File: src/rtl/ysyx_22041412_lsu_req.sv
//==============================================================================
// Module   : ysyx_22041412_lsu_req
// Purpose  : MEM-stage load/store bus requester, one access outstanding.
//            Optional bus-wait watchdog enabled by macro LSU_TIMEOUT_EN.
// Revision : 1.0 - initial release
//==============================================================================
`default_nettype none

module ysyx_22041412_lsu_req #(
   parameter int TIMEOUT_CYC = 255
) (
   input  logic        clk,
   input  logic        rst,
   input  logic        mem_en,
   input  logic        mem_wen,
   input  logic [63:0] mem_addr,
   input  logic [63:0] mem_wdata,
   input  logic [7:0]  mem_wmask,
   output logic        stall_from_mem,
   output logic [63:0] rdata,
   output logic        rdata_valid,
   output logic        access_err,
   output logic        bus_req_valid,
   input  logic        bus_req_ready,
   output logic        bus_we,
   output logic [63:0] bus_addr,
   output logic [63:0] bus_wdata,
   output logic [7:0]  bus_wmask,
   input  logic        bus_resp_valid,
   input  logic [63:0] bus_resp_data,
   input  logic        bus_resp_err
);

   typedef enum logic [1:0] {
      S_IDLE = 2'd0,
      S_REQ  = 2'd1,
      S_RESP = 2'd2,
      S_DONE = 2'd3
   } state_t;

   state_t      r_state;
   logic        r_we;
   logic [63:0] r_addr;
   logic [63:0] r_wdata;
   logic [7:0]  r_wmask;
   logic [63:0] r_rdata;
   logic        r_rdata_valid;
   logic        r_access_err;
   logic        r_req_valid;
   logic        w_timeout;

`ifdef LSU_TIMEOUT_EN
   localparam int c_CNT_W = (TIMEOUT_CYC > 1) ? $clog2(TIMEOUT_CYC + 1) : 1;

   logic [c_CNT_W-1:0] r_wait_cnt;

   // Counter sits at zero in IDLE, so it is already clear on entry to REQ.
   always_ff @(posedge clk) begin
      if (rst) begin
         r_wait_cnt <= '0;
      end else if (r_state == S_IDLE) begin
         r_wait_cnt <= '0;
      end else if ((r_state == S_REQ) || (r_state == S_RESP)) begin
         r_wait_cnt <= r_wait_cnt + 1'b1;
      end
   end

   assign w_timeout = (r_wait_cnt == c_CNT_W'(TIMEOUT_CYC - 1));
`else
   logic w_unused_timeout_cfg;

   assign w_unused_timeout_cfg = (TIMEOUT_CYC == 0);
   assign w_timeout            = 1'b0;
`endif

   always_ff @(posedge clk) begin
      if (rst) begin
         r_state       <= S_IDLE;
         r_we          <= 1'b0;
         r_addr        <= '0;
         r_wdata       <= '0;
         r_wmask       <= '0;
         r_rdata       <= '0;
         r_rdata_valid <= 1'b0;
         r_access_err  <= 1'b0;
         r_req_valid   <= 1'b0;
      end else begin
         r_rdata_valid <= 1'b0;
         r_access_err  <= 1'b0;
         case (r_state)
            S_IDLE: begin
               if (mem_en) begin
                  r_we        <= mem_wen;
                  r_addr      <= mem_addr;
                  r_wdata     <= mem_wdata;
                  r_wmask     <= mem_wmask;
                  r_req_valid <= 1'b1;
                  r_state     <= S_REQ;
               end
            end
            S_REQ: begin
               if (bus_req_ready) begin
                  r_req_valid <= 1'b0;
                  r_state     <= S_RESP;
               end else if (w_timeout) begin
                  r_req_valid   <= 1'b0;
                  r_rdata       <= '0;
                  r_rdata_valid <= 1'b1;
                  r_access_err  <= 1'b1;
                  r_state       <= S_DONE;
               end
            end
            S_RESP: begin
               if (bus_resp_valid) begin
                  r_rdata       <= r_we ? 64'd0 : bus_resp_data;
                  r_rdata_valid <= 1'b1;
                  r_access_err  <= bus_resp_err;
                  r_state       <= S_DONE;
               end else if (w_timeout) begin
                  r_rdata       <= '0;
                  r_rdata_valid <= 1'b1;
                  r_access_err  <= 1'b1;
                  r_state       <= S_DONE;
               end
            end
            // The instruction is still presented here; mem_en must not restart it.
            S_DONE: begin
               r_state <= S_IDLE;
            end
            default: begin
               r_state <= S_IDLE;
            end
         endcase
      end
   end

   assign stall_from_mem = ((r_state == S_IDLE) && mem_en) ||
                           (r_state == S_REQ) || (r_state == S_RESP);

   assign rdata         = r_rdata;
   assign rdata_valid   = r_rdata_valid;
   assign access_err    = r_access_err;
   assign bus_req_valid = r_req_valid;
   assign bus_we        = r_we;
   assign bus_addr      = r_addr;
   assign bus_wdata     = r_wdata;
   assign bus_wmask     = r_wmask;

endmodule

`default_nettype wire

File: config.mk
export PLATFORM = sky130hd
export DESIGN_NAME = ysyx_22041412_lsu_req
export DESIGN_NICKNAME = d
export VERILOG_FILES = /design/src/rtl/ysyx_22041412_lsu_req.sv
export SDC_FILE = /design/constraint.sdc
export NUM_CORES = 1
export LEC_CHECK = 0
export CAP_MARGIN = 20
export CORE_AREA = 4 4 159 161
export DETAILED_ROUTE_END_ITERATION = 10
export DIE_AREA = 0 0 163 165
export PLACE_DENSITY = 0.72
export SLEW_MARGIN = 40
export SYNTH_ARGS = -nofsm -noshare
export SYNTH_HDL_FRONTEND = slang
export SYNTH_SLANG_ARGS = --single-unit
File: constraint.sdc
create_clock -name clk -period 2.18 [get_ports clk]
set_input_delay 0.436 -clock clk [delete_from_list [all_inputs] [get_ports clk]]
set_output_delay 0.436 -clock clk [all_outputs]
set_load 0.02 [all_outputs]
Word level (Yosys, flattened, before mapping) --
Index checks and enable logic that the tools add are counted.
Storage, ports and cells: register bits 206, bits of input ports 207
Cells by class: eq/ne operators 6, multiplexer cells 9, bitwise logic cells 2, reductions and logical operators 11
Operator list (number):
- $mux 64 | 1
- $pmux 2 s4 | 1
- $mux 2 | 3
- $ne 2x2->1 const B | 3
- $reduce_and 3->1 | 2
- $eq 2x2->1 const B | 2
- $reduce_and 2->1 | 2
- $mux 1 | 3
- $reduce_or 3->1 | 1
- $eq 2x1->1 const B | 1
- $logic_not 2->1 | 1
- $logic_or 1x1->1 | 2
- $not 1->1 | 2
- $pmux 1 s2 | 1
- $reduce_bool 2->1 | 1
- $reduce_or 2->1 | 1
- $logic_and 1x1->1 | 1

Depth between registers and ports, before layout --
depth in word-level cells 4, depth in mapped cells 8, depth with buffers taken out 5

Least setup slack after synthesis --
OpenSTA, ideal clock, no wires.
path kind reg2out, from register r_state[0], to output port stall_from_mem, data arrival time 1452 ps, data required time 1744 ps, slack 292 ps, cell stages (with the launch flop) 7, buffers on the path 2, cell sequence dfxtp_1 > inv_1 > ha_1 > and2_1 > buf_2 > buf_4 > or3_1
Between the ends: cells in the longest elaborated chain, start to end 4
Ends and longest elaborated chain:
- start: declaration | line 41 | state_t r_state;
- start signal: assignment | line 78 | r_state <= S_IDLE;
- start signal: assignment | line 98 | r_state <= S_REQ;
- start signal: assignment | line 104 | r_state <= S_RESP;
- $logic_not 2->1 | line 137 | assign stall_from_mem = ((r_state == S_IDLE) && mem_en) ||
- $logic_and 1x1->1 | line 137
- $logic_or 1x1->1 | line 137
- $logic_or 1x1->1 (*) | line 138 | (r_state == S_REQ) || (r_state == S_RESP);
- end: declaration | line 19 | output logic stall_from_mem,
Mark *: on every way between the ends. The rest lies on a longest branch, timed or not.

Worst setup path after layout --
Ends and elaborated chain as after synthesis.

==> run_results.csv <==
group,metric,value,unit
setup_path,worstSetupEndpointType,"output port",
yosys,post_synth_most_frequent_cells,"276 x sky130_fd_sc_hd__nand2_1, 206 x sky130_fd_sc_hd__dfxtp_1, 139 x sky130_fd_sc_hd__a21oi_1",
grt,grt_pass1_vias,6439,
clocking,depth_of_the_cts_h_tree,1,
sta,final.setup_skew,0.00983,ns
yosys,synth-edff-count,0,
grt,initial_antenna_violation_count,2,
sta,worst_slew_margin_rel,65.8,%
cells_and_area,area.growth.synth_to_final,72.5,%
grt,grt_use_total,16.4,%
yosys,synth_seq_area_share,58.7,%
setup_path,worstPathMaxFanout,4,
yosys,netlist_top_cells_area,"sky130_fd_sc_hd__dfxtp_1 59%, sky130_fd_sc_hd__nand2_1 15%, sky130_fd_sc_hd__a21oi_1 9.9%",
sta,final_max_slew_viol_count,0,
clocking,cts_sinks,206,
setup_path,combined_buffer_and_inverter_count_along_the_critical_path,2,
clocking,clk_latency,0.50,ns
flow_run,drv.max_cap_violation_count,0,
pwr,power_density,1060,nW/um^2
floorplanning,die_w,163,um
cells_and_area,nFillCells,2235,
yosys,most_common_flop_cell_mapped_by_yosys,"sky130_fd_sc_hd__dfxtp_1",
cells_and_area,finalNetCount,1375,
detailed_routing,detail_route.wirelength,24.1,mm
yosys,synth_largest_area_cell,"sky130_fd_sc_hd__dfxtp_1",
outcome,outcome,"complete, no violations",
yosys,synth_warnings,0,
cells_and_area,utilization,50.6,%
clocking,clk_root_buffer_cell,"sky130_fd_sc_hd__clkbuf_16",
grt,grt_pass1_wl,35.8,mm
yosys,synth_fp_nets,982,
clocking,cts_tree,"yes",
setup_path,cells_along_the_critical_path,"buf_4 -> ha_1 -> or3_4 -> buf_6",
yosys,synth.most_common_cell,"sky130_fd_sc_hd__nand2_1",
setup_path,worstSetupPathType,"reg2out",
yosys,synthArstFlopShare,0,%
pwr,power.ir.vdd_worst,0.665,mV
cells_and_area,post_layout_instance_count_excluding_filler_cells,1502,
setup_path,worst-endpoint-arrival,1.68,ns
detailed_routing,drtAntennaViolNets,0,
grt,grt_max_degree,110,
clocking,path_clk_slew,0.06,ns
setup_path,critical_path.slowest_cell,"sky130_fd_sc_hd__or3_4",
setup_path,slowest_delay,0.38,ns
hold_path,timing.hold.worst.class,"in2reg",
setup_path,launching_element_type_of_the_critical_path,"register",
placement,gp_routability_congestion,0.799,
sta,post-route-period-util,97.1,%
floorplanning,floorplan.die_area,26900,sq um
floorplanning,design.portCount,412,
pwr,post-layout-total-power,12900,uW
clocking,clock_tree.buffer_depth,3,
placement,port_buffers,411,
setup_path,cpLargestDelayFamily,"simple AND/OR/NAND/NOR gates",
floorplanning,coreArea,24000,sq um
floorplanning,placementRows,57,
floorplanning,start_util,29.3,%
yosys,netlist_instances,771,
setup_path,worstSetupStartpoint,"r_state[0]",
pwr,leakagePower,0.00451,uW
setup_path,r2r_startpoint,"r_state[0]",
placement,post-place-cells,1462,
sta,hold_viol,0,
setup_path,regToRegSetupSlack,0.50,ns
detailed_routing,detail_route.vias_per_cell,4.49,
setup_path,timing.critical_path.required,1.74,ns
cells_and_area,layout_cells_sized_above_1,9.69,%
detailed_routing,drt_drc_violations_left,0,
sta,setup_viol,0,
detailed_routing,dr.first_iter.drc_count,394,
detailed_routing,detail_route.wl_per_cell,16.0,um
clocking,number_of_cts_inserted_buffers,23,
sta,tightestPinTransition,0.513,ns
floorplanning,die_h,165,um
detailed_routing,via_count,6742,
yosys,post_synth.cell_area_avg,9.11,sq um
yosys,proportion_of_netlist_area_held_by_the_largest_area_contributor,58.7,%
sta,final_critical_path_time_including_i_o_delays_and_setup,2.12,ns
yosys,post_synth_num_cell_types,27,
sta,setup_repair_after_global_routing_missed_its_margin,"no",
sta,fmax_achieved,472,MHz
yosys,post_synth_instance_area,7030,sq um
detailed_routing,dr.pass1.iters,4,
grt,congestion_overflow_gr,0,
hold_path,min_from,"rst",
placement,place.detailed.hpwl,17.2,mm
yosys,ys_seq_elements,206,
## registers in the layout, indices dropped and copies added, names as in the netlist
register	flops
rdata_valid	1
bus_req_valid	1
access_err	1
bus_wmask	8
bus_wdata	64
rdata	64
bus_we	1
r_state	2
bus_addr	64
## worst paths after layout
kind / end / cells past startpoint
setup / recovery: stall_from_mem / 4
setup reg to reg: bus_req_valid / 7
hold / removal: rdata_valid / 2
hold reg to reg: bus_addr[42] / 2
## timing repair
| item | CTS | global route |
|---|---|---|
| hold buffers | 0 | 0 |
| endpoints found under the setup margin | 1 | 1 |
| pin swaps | 0 | 1 |
| buffers inserted | 0 | 1 |
| gates resized for setup | 10 | 2 |
## worst register-to-register path: cells and delay by family, from the launching register on
| kind | cells | cell delay [ns] |
|---|---|---|
| buffers and inverters | 3 | 0.48 |
| adders and majority gates | 1 | 0.17 |
| DFF | 1 | 0.34 |
| and+or+nand+nor | 3 | 0.61 |
## where the power goes
group          switching [uW]  internal (uW)
clock                    1460           2030
sequential                330           4430
combinational            2490           2130
total                    4280           8590
## per-stage QoR
| stage | TNS (ns) | hold slack, ns | worst slack (ns) | cell area, sq um |
|---|---|---|---|---|
| floorplan | 0 | 0.484 | 0.292 | 7030 |
| global placement | -0.200 | 0.440 | -0.200 | 11400 |
| detailed placement | -0.186 | 0.445 | -0.186 | 11400 |
| CTS | 0 | 0.217 | 0.0149 | 12100 |
| global route | 0 | 0.235 | 0.00276 | 12100 |
| finish | 0 | 0.232 | 0.0634 | 12100 |
## layout make-up
class                           instances  area (sq um)  area share (%)
Timing Repair Buffer                  427          4320            35.6
Inverter                                3          11.3          0.0929
Sequential cell                       206          4130            34.0
Tap cell                              324           405            3.34
Clock inverter                          3          15.0           0.124
Multi-Input combinational cell        503          2590            21.4
Antenna cell                            1          2.50          0.0206
Clock buffer                           35           651            5.37
## kinds of logic (layout without fill, tap and decap cells)
kind of cell / Yosys count / after routing / share of synthesized area [%]
and+or+nand+nor: 291 / 291 / 16.2
AOI/OAI and AO/OA: 208 / 208 / 19.5
adders and majority gates: 4 / 4 / 0.712
other: 0 / 1 / 0
buffers and inverters: 62 / 468 / 4.93
DFF: 206 / 206 / 58.7
## metal layers
layer  vias up  global-route usage (%)  wire length, um
met2       286                    28.2            11700
met1      3029                    18.6             9080
met3        63                    5.81             2290
li1       3362                       -                -
met4         2                    6.67              978
met5         -                       0               13
## cell usage in the layout (no fill, tap or decap), types with 2 or more instances in the layout
master	Yosys	routed
sky130_fd_sc_hd__a22o_1	8	8
sky130_fd_sc_hd__a21oi_1	139	139
sky130_fd_sc_hd__dfxtp_1	206	204
sky130_fd_sc_hd__clkdlybuf4s50_1	0	409
sky130_fd_sc_hd__nand2b_1	2	2
sky130_fd_sc_hd__a22o_2	56	56
sky130_fd_sc_hd__clkbuf_8	0	3
sky130_fd_sc_hd__clkbuf_1	26	9
sky130_fd_sc_hd__clkbuf_16	0	23
sky130_fd_sc_hd__ha_1	4	3
sky130_fd_sc_hd__buf_12	0	7
sky130_fd_sc_hd__nor2b_1	3	3
sky130_fd_sc_hd__inv_1	3	2
sky130_fd_sc_hd__clkinv_2	0	3
sky130_fd_sc_hd__dfxtp_2	0	2
sky130_fd_sc_hd__nand2_1	276	275
sky130_fd_sc_hd__buf_4	14	10
Note: power is estimated with default switching activity, not from simulation.
